===== src/rtl/g15_pkg.sv =====
// Shared G-15 command word layout and decoder state encoding.
// Bit 1 of the serial word is word[0], so each field arrives low bit first.
package g15_pkg;

  localparam int WORD_LEN = 29;
  localparam int CNT_W    = 5;

  localparam logic [CNT_W-1:0] CNT_WORD = 5'd29;
  localparam logic [CNT_W-1:0] CNT_MAX  = 5'd31;

  localparam int DP_POS = 0;
  localparam int D_LSB  = 1;
  localparam int D_W    = 5;
  localparam int S_LSB  = 6;
  localparam int S_W    = 5;
  localparam int C_LSB  = 11;
  localparam int C_W    = 2;
  localparam int N_LSB  = 13;
  localparam int N_W    = 7;
  localparam int BP_POS = 20;
  localparam int T_LSB  = 21;
  localparam int T_W    = 7;
  localparam int ID_POS = 28;

  localparam logic [D_W-1:0] D_SPECIAL = 5'd31;

  typedef enum logic [1:0] {
    ST_IDLE  = 2'b00,
    ST_SHIFT = 2'b01,
    ST_HOLD  = 2'b10
  } state_t;

endpackage


===== src/rtl/cmd_shift_reg.sv =====
// Serial-in 29-bit command shift register with saturating bit counter.
// Bits enter at the top and move down, so after 29 bits bit 1 sits at word[0].
module cmd_shift_reg
  import g15_pkg::*;
(
  input  logic                clk,
  input  logic                rst,
  input  logic                load,
  input  logic                shift,
  input  logic                cm,
  output logic [WORD_LEN-1:0] word,
  output logic [CNT_W-1:0]    count
);

  // Load restarts the word with bit 1; shift appends the next bit.
  always_ff @(posedge clk or posedge rst) begin
    if (rst) begin
      word  <= '0;
      count <= 5'd0;
    end else if (load) begin
      word  <= {cm, {(WORD_LEN-1){1'b0}}};
      count <= 5'd1;
    end else if (shift) begin
      word <= {cm, word[WORD_LEN-1:1]};
      if (count != CNT_MAX) begin
        count <= count + 5'd1;
      end else begin
        count <= count;
      end
    end else begin
      word  <= word;
      count <= count;
    end
  end

endmodule


===== src/rtl/cmd_field_decoder.sv =====
// Captures the serial command track into a shift register and latches the
// decoded command fields on a correctly framed T29 strobe.
module cmd_field_decoder
  import g15_pkg::*;
(
  input  logic           CLOCK,
  input  logic           rst,
  input  logic           CM,
  input  logic           T0,
  input  logic           T29,
  input  logic           RC,
  input  logic           ERR_CLR,
  output logic           DP,
  output logic [D_W-1:0] D,
  output logic [S_W-1:0] S,
  output logic [C_W-1:0] C,
  output logic [N_W-1:0] N,
  output logic           BP,
  output logic [T_W-1:0] T,
  output logic           ID,
  output logic           DS,
  output logic           CMD_VALID,
  output logic           CMD_NEW,
  output logic           FRAME_ERR
);

  state_t              state;
  logic                load;
  logic                shift;
  logic                latch;
  logic                frame_bad;
  logic [WORD_LEN-1:0] word;
  logic [CNT_W-1:0]    count;

  cmd_shift_reg u_shift (
    .clk   (CLOCK),
    .rst   (rst),
    .load  (load),
    .shift (shift),
    .cm    (CM),
    .word  (word),
    .count (count)
  );

  // T29 outranks T0 and an RC drop; a T0 inside a capture restarts it.
  always_comb begin
    load      = 1'b0;
    shift     = 1'b0;
    latch     = 1'b0;
    frame_bad = 1'b0;
    case (state)
      ST_IDLE, ST_HOLD: begin
        if (T0 && RC && !T29) begin
          load = 1'b1;
        end else begin
          load = 1'b0;
        end
      end
      ST_SHIFT: begin
        if (T29) begin
          if (count == CNT_WORD) begin
            latch = 1'b1;
          end else begin
            frame_bad = 1'b1;
          end
        end else if (!RC) begin
          shift = 1'b0;
        end else if (T0) begin
          frame_bad = 1'b1;
          load      = 1'b1;
        end else begin
          shift = 1'b1;
        end
      end
      default: begin
        load = 1'b0;
      end
    endcase
  end

  // FSM, field latches and status flags; everything here is registered.
  always_ff @(posedge CLOCK or posedge rst) begin
    if (rst) begin
      state     <= ST_IDLE;
      DP        <= 1'b0;
      D         <= '0;
      S         <= '0;
      C         <= '0;
      N         <= '0;
      BP        <= 1'b0;
      T         <= '0;
      ID        <= 1'b0;
      CMD_VALID <= 1'b0;
      CMD_NEW   <= 1'b0;
      FRAME_ERR <= 1'b0;
    end else begin
      CMD_NEW <= latch;
      if (latch) begin
        DP        <= word[DP_POS];
        D         <= word[D_LSB +: D_W];
        S         <= word[S_LSB +: S_W];
        C         <= word[C_LSB +: C_W];
        N         <= word[N_LSB +: N_W];
        BP        <= word[BP_POS];
        T         <= word[T_LSB +: T_W];
        ID        <= word[ID_POS];
        CMD_VALID <= 1'b1;
      end
      if (frame_bad) begin
        FRAME_ERR <= 1'b1;
      end else if (ERR_CLR) begin
        FRAME_ERR <= 1'b0;
      end
      case (state)
        ST_IDLE, ST_HOLD: begin
          if (load) begin
            state <= ST_SHIFT;
          end
        end
        ST_SHIFT: begin
          if (latch) begin
            state <= ST_HOLD;
          end else if (load || shift) begin
            state <= ST_SHIFT;
          end else begin
            state <= CMD_VALID ? ST_HOLD : ST_IDLE;
          end
        end
        default: begin
          state <= ST_IDLE;
        end
      endcase
    end
  end

  assign DS = CMD_VALID && (D == D_SPECIAL);

endmodule


===== config.mk =====
export PLATFORM = sky130hd
export DESIGN_NAME = cmd_field_decoder
export DESIGN_NICKNAME = d
export VERILOG_FILES = /design/src/rtl/g15_pkg.sv /design/src/rtl/cmd_shift_reg.sv /design/src/rtl/cmd_field_decoder.sv
export SDC_FILE = /design/constraint.sdc
export NUM_CORES = 1
export LEC_CHECK = 0
export ABC_AREA = 1
export CAP_MARGIN = 20
export CORE_MARGIN = 4
export CORE_UTILIZATION = 46
export CTS_BUF_LIST = sky130_fd_sc_hd__clkbuf_8 sky130_fd_sc_hd__clkbuf_16
export DETAILED_ROUTE_END_ITERATION = 6
export HOLD_SLACK_MARGIN = 0.08
export PLACE_DENSITY = 0.74
export SYNTH_ARGS = -nofsm -noshare
export SYNTH_HDL_FRONTEND = slang
export SYNTH_SLANG_ARGS = --single-unit

===== constraint.sdc =====
create_clock -name CLOCK -period 1.8 [get_ports CLOCK]
set_input_delay 0.18 -clock CLOCK [delete_from_list [all_inputs] [get_ports CLOCK]]
set_output_delay 0.18 -clock CLOCK [all_outputs]
set_load 0.02 [all_outputs]

======== Yosys cells after proc, flatten, opt, wreduce, memory -nomap -nowiden ========
Index checks and enable logic that the tools add are counted.
storage, ports and cells
  register bits after elaboration ......... 68
  input bits .............................. 7
  output and inout port bits .............. 33
  word-level logic and storage cells ...... 59
cells by class
  $add $sub $neg .......................... 1
  equality and inequality tests ........... 6
  multiplexer cells ....................... 27
  reduce and logical (&&, ||, !) cells .... 11
operator list
  operator                                        count
  2-to-1 mux 29 bit                               2
  2-to-1 mux 1 bit                                16
  2-to-1 mux 5 bit                                3
  == test 5 bit (second input constant)           2
  2-to-1 mux 2 bit                                4
  nonzero test 2 bit                              3
  adder 5 x 1 -> 5 bit (second input constant)    1
  != test 5 bit (second input constant)           1
  case mux 2 bit (2 select lines)                 1
  logical AND 1 bit                               3
  == test 2 x 1 -> 1 bit (second input constant)  1
  == test 2 bit (second input constant)           1
  zero test 2 bit                                 1
  != test 2 bit (second input constant)           1
  case mux 1 bit (2 select lines)                 1
  AND reduction 2 bit                             1
  OR reduction 2 bit                              1
  zero test 1 bit                                 1
  logical OR 1 bit                                1

======== Depth between registers and ports, before layout ========
Gate-level depths: netlist of run 1.
  word-level depth ........................ 8
  mapped depth ............................ 9
  depth with buffers taken out ............ 8

======== Cells and area by module ========
From an unflattened synthesis of run 1, not the netlist that was laid out.
unflattened totals
  cells, all modules ...................... 294
  area, all modules ....................... 2,750.1 sq um
by module, submodules not included
  module             times used  cells each  area each (sq um)  sequential area each (sq um)
  cmd_field_decoder  1           164         1,395.1            850.8
  cmd_shift_reg      1           130         1,355.0            850.8

======== Worst setup path before layout of run 1 ========
OpenSTA, ideal clock, no wires.
  path type ............................... reg-to-reg
  start point ............................. register u_shift.count[0]
  end point ............................... register u_shift.count[2]
  setup time .............................. 65 ps
  data arrival time ....................... 1,268 ps
  required time ........................... 1,735 ps
  slack ................................... 467 ps
  stages on the path, launching flop included .. 8
  buffers on the path ..................... 0
  period minus slack after synthesis ...... 1,333 ps
  cell sequence ........................... dfrtp_1 -> ha_1 -> inv_1 -> nor2_1 -> ha_1 -> o21ai_0 -> nand2_1 -> nand2_1
on the way
  longest elaborated chain between the ends .. 4
  elaborated cells between the ends (all ways) .. 7
  classes of those cells .................. 1 x add/sub; 1 x eq/ne; 3 x mux; 2 x reduce/logical
ends and longest elaborated chain
  what                      line                 source
  start: declaration        cmd_shift_reg.sv:12  output logic [CNT_W-1:0] count
  start signal: assignment  cmd_shift_reg.sv:26  count <= count + 5'd1;
  start signal: assignment  cmd_shift_reg.sv:28  count <= count;
  start signal: assignment  cmd_shift_reg.sv:32  count <= count;
  adder 5 x 1 -> 5 bit      cmd_shift_reg.sv:26
  2-to-1 mux 5 bit          cmd_shift_reg.sv:25  if (count != CNT_MAX) begin
  2-to-1 mux 5 bit          cmd_shift_reg.sv:23  end else if (shift) begin
  2-to-1 mux 5 bit          cmd_shift_reg.sv:20  end else if (load) begin
Several ways; a longest one is shown, not always the timed one. The select of a mux whose other input is x is not followed.
A chain may end at the register's enable or synchronous reset.

======== Worst setup path after layout of run 1 ========
  start point ............................. register D[4]
  end point ............................... output D[4]
RTL lines
  what                      line                      source
  start: declaration        cmd_field_decoder.sv:14   output logic [D_W-1:0] D,
  start signal: assignment  cmd_field_decoder.sv:100  D <= word[D_LSB +: D_W];
No word-level cell between the ends.

==> flow_metrics.py, run 1 <==
metrics = {
    "status": {
        "status": "completed",
    },
    "detailed_routing": {
        "via_per_inst": 4.917,
        "detailroute.via_count": 1898,
        "avgRoutedWirePerCell_um": 12.66,
        "finalWirelength_um": 4887,
        "detail_route.first_pass.iterations": 5,
        "first_iter_violations": 117,
        "detail-route-antenna-nets": 0,
        "post-route-drc-count": 0,
    },
    "die": {
        "dieArea_um2": 7054,
        "core.rowCount": 27,
        "core_area_um2": 5540,
        "start_util": 0.4794,
        "die_w_um": 83.99,
        "io_pins": 40,
        "dieHeight_um": 83.99,
    },
    "clock_tree": {
        "clock_latency_ps": 340,
        "cts_tree": "yes",
        "clock-root-buffer": "sky130_fd_sc_hd__clkbuf_8",
        "ctsResizeCount": 0,
        "cts.reportedPaths.clkPinSlew_ps": 70,
        "numCtsBuffers": 9,
        "holdBufCountCts": 0,
        "cts.path.max_buffers": 2,
        "clock-sinks": 68,
        "cts_max_level": 3,
        "post_cts.repair.setup_buffers": 0,
    },
    "synthesis": {
        "synth.yosys.warnings": 0,
        "syn_inst": 265,
        "synth_nets": 275,
        "synth-seq-area-share": 0.6406,
        "postSynthRegisterBits": 68,
        "synth_top_cell_area_share": 0.6406,
        "mappedNetlistArea_um2": 2656,
        "post_synth_num_cell_types": 21,
        "synth_area_leaders": "sky130_fd_sc_hd__dfrtp_1 64%, sky130_fd_sc_hd__nand2_1 7.9%, sky130_fd_sc_hd__o22ai_1 6.6%",
        "synth.avg_cell_area_um2": 10.02,
        "yosysTopAreaCell": "sky130_fd_sc_hd__dfrtp_1",
    },
    "layout": {
        "layout_common_cells": "68 x sky130_fd_sc_hd__dfrtp_1, 56 x sky130_fd_sc_hd__nand2_1, 43 x sky130_fd_sc_hd__inv_1",
        "antennaDiodeCount": 0,
        "design.final.nets": 319,
        "drive_gt1_frac": 0.09236,
        "most_frequent_standard_cell_in_the_layout_excluding_fill_and_tap_cells": "sky130_fd_sc_hd__dfrtp_1",
        "area_delta_synth_final_pct": 26.99,
        "fillerInstances": 477,
        "fin_area_um2": 3373,
    },
    "power_and_ir_drop": {
        "worst_ir_drop_vdd_mv": 0.4861,
        "static-leakage-power_nw": 1.550,
        "powerDensity_nw_per_um2": 932.5,
    },
    "sta": {
        "finalWorstPathRequiredPeriod_ps": 1514,
        "post-route-period-util": 0.8409,
        "report.final.slew_viol_count": 0,
        "hold_viol": 0,
        "worst_slew_pin_slew_ps": 355.6,
        "max-slew-margin-rel": 0.7630,
        "timing.clock.skew_ps": 4.613,
        "final-setup-viol-count": 0,
        "hold-worst-slack_ps": 279.7,
        "postLayoutSetupSlackWorst_ps": 286.5,
        "tns_ps": 0,
        "grt_setup_unrepaired": "false",
        "maxClockFrequency_mhz": 660.7,
    },
    "setup_path": {
        "crit_path_cell_trace": "clkdlybuf4s50_1",
        "worst_setup_path_start_kind": "register",
        "endpoint_kind_of_the_worst_setup_timing_path": "primary output",
        "max_stage_delay_ps": 620,
        "critical_path_arrival_ps": 1330,
        "cp.buffers_inverters": 1,
        "cpMaxStageDelayCell": "sky130_fd_sc_hd__clkdlybuf4s50_1",
        "setup.worst_path.class": "register to primary output",
        "cp_data_required_time_ps": 1620,
        "worst_r2r_path_depth": 7,
        "cp_top_family": "buffers and inverters",
        "worst-path-stages": 1,
        "critPathMaxFanout": 3,
    },
    "place": {
        "dp.final_hpwl_um": 3251,
        "dp_worst_setup_slack_ps": 207.8,
        "port-buffer-count": 39,
        "place.gp.congestion": 0.7034,
        "place_area_um2": 3146,
    },
    "hold_path": {
        "worst_hold_path_type": "input port to asynchronous set/reset pin",
    },
    "grt": {
        "largest_net_degree_at_the_start_of_global_routing": 69,
        "grt_pass1_vias": 1809,
        "global_route.usage.total": 0.1570,
        "grt_remaining_overflow": 0,
        "first_pass_grt_wire_length_um": 8652,
        "antenna_found_initial": 0,
    },
    "flow_run": {
        "maxCapViolCount": 0,
    },
}
metal layers:
layer,vias up,wire [µm],global-route usage
met2,43,2337,0.2307
met3,6,198,0.04146
met5,-,0,0
li1,951,-,-
met4,0,99,0.08772
met1,898,2251,0.2109
synth_stat cells:
cell and n:
sky130_fd_sc_hd__and2_1 1, sky130_fd_sc_hd__buf_2 7, sky130_fd_sc_hd__buf_4 3, sky130_fd_sc_hd__clkbuf_1 2
sky130_fd_sc_hd__dfrtp_1 68, sky130_fd_sc_hd__ha_1 3, sky130_fd_sc_hd__inv_1 43, sky130_fd_sc_hd__inv_2 1
sky130_fd_sc_hd__nand2_1 56, sky130_fd_sc_hd__nand2_2 2, sky130_fd_sc_hd__nand3_1 5, sky130_fd_sc_hd__nand3_2 1
sky130_fd_sc_hd__nand4_1 2, sky130_fd_sc_hd__nand4_2 1, sky130_fd_sc_hd__nor2_1 5, sky130_fd_sc_hd__nor2_4 2
sky130_fd_sc_hd__o211ai_1 1, sky130_fd_sc_hd__o21ai_0 2, sky130_fd_sc_hd__o21ai_1 31, sky130_fd_sc_hd__o22ai_1 28
sky130_fd_sc_hd__xor2_1 1
worst register-to-register path: stages (launching register included):
cell and delay, ps:
sky130_fd_sc_hd__dfrtp_1 440, sky130_fd_sc_hd__ha_1 240, sky130_fd_sc_hd__inv_1 60, sky130_fd_sc_hd__nor2_1 40, sky130_fd_sc_hd__ha_1 240, sky130_fd_sc_hd__o21ai_0 240
sky130_fd_sc_hd__nand2_1 80, sky130_fd_sc_hd__nand2_1 70
registers in the layout (all words and copies together) (netlist names):
register and flops:
S 5, BP 1, u_shift.word 29, u_shift.count 5
FRAME_ERR 1, CMD_VALID 1, D 5, CMD_NEW 1
ID 1, C 2, N 7, DP 1
T 7, state 2
power by group:
| group | internal [W] | switching [W] |
|---|---|---|
| clock network | 0.000817 | 0.000577 |
| registers | 0.00156 | 0.0000319 |
| logic | 0.0000623 | 0.0000968 |
cell type report:
class | count | area [µm²] | share of cell area
sequential | 68 | 1702 | 0.5044
clock inverter | 6 | 87.58 | 0.02596
inverter | 44 | 168.9 | 0.05007
tap | 72 | 90.09 | 0.02671
clock buffer | 10 | 137.6 | 0.04080
multi-input combinational | 141 | 724.4 | 0.2148
timing repair buffer | 45 | 462.9 | 0.1372
metrics by stage:
step / instances / total power [W] / utilization
6_report: 386 / 0.003145 / 0.6089
5_1_grt: 386 / 0.003280 / 0.6089
2_1_floorplan: 265 / 0.001727 / -
3_5_place_dp: 370 / 0.001783 / 0.5678
4_1_cts: 386 / 0.003184 / 0.6084
3_3_place_gp: 370 / 0.001776 / 0.5678
final timing paths:
| path | startpoint | endpoint | slack [ps] |
|---|---|---|---|
| worst max-delay path | D[4] | D[4] | 290 |
| max in group asynchronous | rst | u_shift.count[1] | 1230 |
| worst max register to register | u_shift.count[0] | u_shift.count[3] | 330 |
| min in group CLOCK | ERR_CLR | FRAME_ERR | 410 |
| worst min register to register | S[4] | S[4] | 490 |
| worst min-delay path | rst | u_shift.word[0] | 280 |
kinds of logic (layout without fill, tap and decap cells):
| family | after synthesis | count (layout) | synth area share |
|---|---|---|---|
| flops | 68 | 68 | 0.6406 |
| buf+inv | 56 | 105 | 0.08667 |
| xor+xnor | 1 | 1 | 0.003298 |
| compound gates | 62 | 62 | 0.1309 |
| simple gates | 75 | 75 | 0.1243 |
| fa+ha+maj | 3 | 3 | 0.01413 |
Power figures use the tool's default switching activity.
==> run 2: changes to the inputs <==
--- a/config.mk
+++ b/config.mk
@@ -12,7 +12,7 @@
 export CTS_BUF_LIST = sky130_fd_sc_hd__clkbuf_8 sky130_fd_sc_hd__clkbuf_16
 export DETAILED_ROUTE_END_ITERATION = 6
 export HOLD_SLACK_MARGIN = 0.08
-export PLACE_DENSITY = 0.74
+export PLACE_DENSITY = 0.72
 export SYNTH_ARGS = -nofsm -noshare
 export SYNTH_HDL_FRONTEND = slang
 export SYNTH_SLANG_ARGS = --single-unit
==> constraint.sdc (replaced) <==
create_clock -name CLOCK -period 1.4 [get_ports CLOCK]
set_input_delay 0.14 -clock CLOCK [delete_from_list [all_inputs] [get_ports CLOCK]]
set_output_delay 0.14 -clock CLOCK [all_outputs]
set_load 0.02 [all_outputs]
==> run 2 against run 1 <==
The run now ends with negative setup slack left. Clock-buffer cell count stayed put. Combinational power is 62% higher. Worst setup slack worse by 320 ps. Critical endpoint is now u_shift.count[2]. Largest power group unchanged. Highest routed layer unchanged.
==> flow_metrics.py, run 2 (synthesis results as in run 1) <==
metrics = {
    "power_and_ir_drop": {
        "power.share.clock": 0.380,
        "powerDensity_nw_per_um2": 1076,
        "share_seq_of_total_power": 0.551,
        "p_sw_w": 0.0009295,
        "worst_ir_drop_vdd_mv": 0.6688,
        "power.share.combinational": 0.069,
        "switching_share": 0.2502,
        "power_report.internal_total_w": 0.002786,
        "static-leakage-power_nw": 1.746,
    },
    "sta": {
        "report.final.slew_viol_count": 0,
        "final-setup-viol-count": 1,
        "timing.clock.skew_ps": 5.220,
        "max-slew-margin-rel": 0.7647,
        "grt_setup_unrepaired": "true",
        "maxClockFrequency_mhz": 695.3,
        "tns_ps": -38.33,
        "worst_slew_pin_slew_ps": 352.9,
        "postLayoutSetupSlackWorst_ps": -38.33,
        "post-route-period-util": 1.027,
        "hold_viol": 0,
        "finalWorstPathRequiredPeriod_ps": 1438,
        "hold-worst-slack_ps": 220.7,
    },
    "clock_tree": {
        "cts.path.max_buffers": 2,
        "cts_max_level": 3,
        "clock-sinks": 68,
        "cts_tree": "yes",
        "clock-root-buffer": "sky130_fd_sc_hd__clkbuf_8",
        "cts.reportedPaths.clkPinSlew_ps": 70,
        "clock_latency_ps": 350,
        "numCtsBuffers": 9,
    },
    "layout": {
        "fin_area_um2": 3452,
        "fillerInstances": 461,
        "antennaDiodeCount": 0,
        "drive_gt1_frac": 0.1616,
        "largest_register": "u_shift.word",
        "layout_common_cells": "68 x sky130_fd_sc_hd__dfrtp_1, 53 x sky130_fd_sc_hd__nand2_1, 43 x sky130_fd_sc_hd__inv_1",
        "layoutNonFillerInstCount": 400,
        "area_delta_synth_final_pct": 29.96,
        "max_reg_flops": 29,
        "reg.largest.list": "u_shift.word (29), N (7), T (7)",
        "most_frequent_standard_cell_in_the_layout_excluding_fill_and_tap_cells": "sky130_fd_sc_hd__dfrtp_1",
        "design.final.nets": 333,
    },
    "detailed_routing": {
        "post-route-drc-count": 0,
        "avgRoutedWirePerCell_um": 13.27,
        "detail-route-antenna-nets": 0,
        "detail_route.first_pass.iterations": 6,
        "detailroute.via_count": 2009,
        "via_per_inst": 5.023,
        "first_iter_violations": 101,
        "finalWirelength_um": 5308,
    },
    "grt": {
        "grt_pass1_vias": 2039,
        "grt_remaining_overflow": 0,
        "global_route.usage.total": 0.1646,
        "antenna_found_initial": 0,
        "first_pass_grt_wire_length_um": 9135,
        "largest_net_degree_at_the_start_of_global_routing": 69,
    },
    "status": {
        "violations": "negative setup slack",
        "status": "finished, violations left",
    },
    "place": {
        "place.gp.congestion": 0.7534,
        "dp.final_hpwl_um": 3349,
        "port-buffer-count": 39,
        "place_area_um2": 3233,
        "dpl.cell_count": 380,
    },
    "die": {
        "dieHeight_um": 83.99,
        "die_w_um": 83.99,
        "start_util": 0.4794,
        "core_area_um2": 5540,
        "dieArea_um2": 7054,
        "core.rowCount": 27,
        "io_pins": 40,
    },
    "setup_path": {
        "worst_setup_path_start_kind": "register",
        "endpoint_kind_of_the_worst_setup_timing_path": "register",
        "cp_data_required_time_ps": 1630,
        "critical_path_arrival_ps": 1670,
        "critPathMaxFanout": 3,
        "r2r_setup_slack_ps": -40,
        "setup.worst_path.class": "register to register",
    },
    "flow_run": {
        "maxCapViolCount": 0,
    },
    "hold_path": {
        "worst_hold_path_type": "input port to asynchronous set/reset pin",
    },
}
run 2: stage by stage:
stage / setup WS [ps] / total power (W) / utilization
finish: -38.33 / 0.003716 / 0.6231
detailed placement: -119.9 / 0.002314 / 0.5836
global route: -138.6 / 0.003855 / 0.6231
CTS: 12.01 / 0.003731 / 0.6113
global placement: -59.57 / 0.002303 / 0.5836
floorplan: 67.47 / 0.002220 / -
run 2: worst paths after layout:
kind | from | cells past startpoint | end
worst max-delay path | u_shift.count[0] | 7 | u_shift.count[2]
worst min-delay path | rst | 3 | D[1]
worst max register to register | u_shift.count[0] | 7 | u_shift.count[2]
worst min register to register | T[6] | 2 | T[6]
max in group asynchronous | rst | 3 | FRAME_ERR
min in group CLOCK | ERR_CLR | 2 | FRAME_ERR
run 2: repair_timing:
| action | 4_1_cts | 5_1_grt |
|---|---|---|
| hold buffers | 0 | 0 |
| endpoints found under the setup margin | 39 | 40 |
| resized for setup | 41 | 12 |
| gates cloned | 0 | 0 |
| pin swaps | 0 | 3 |
| buffers inserted | 1 | 3 |
run 2: worst max-delay path, cell delays in order, from the launching register on:
cell and delay, ps:
sky130_fd_sc_hd__dfrtp_1 420, sky130_fd_sc_hd__ha_2 200, sky130_fd_sc_hd__buf_4 130, sky130_fd_sc_hd__buf_4 130
sky130_fd_sc_hd__xor2_1 140, sky130_fd_sc_hd__and2_1 150, sky130_fd_sc_hd__nand2_1 90, sky130_fd_sc_hd__nand2_1 60
run 2: routing by layer:
metal,track usage,up-vias,part of all wire
li1,-,975,-
met1,0.1973,976,0.44
met2,0.2654,39,0.49
met3,0.03653,19,0.035
met4,0.1082,0,0.038
met5,0,-,0
run 2: layout make-up:
| type | count | area [µm²] | area share |
|---|---|---|---|
| clock inverter | 6 | 32.53 | 0.009424 |
| inverter | 44 | 168.9 | 0.04893 |
| multi-input combinational | 141 | 777.0 | 0.2251 |
| sequential | 68 | 1702 | 0.4929 |
| tap | 72 | 90.09 | 0.02610 |
| clock buffer | 10 | 137.6 | 0.03987 |
| timing repair buffer | 59 | 544.3 | 0.1577 |
run 2: power by group through the flow:
stage          clock (W)  sequential (W)  combinational, W
4_1_cts          0.00144         0.00205          0.000241
3_5_place_dp           0         0.00208          0.000231
3_3_place_gp           0         0.00208          0.000223
5_1_grt          0.00151         0.00205          0.000295
6_report         0.00141         0.00205          0.000258
2_1_floorplan          0         0.00208          0.000140
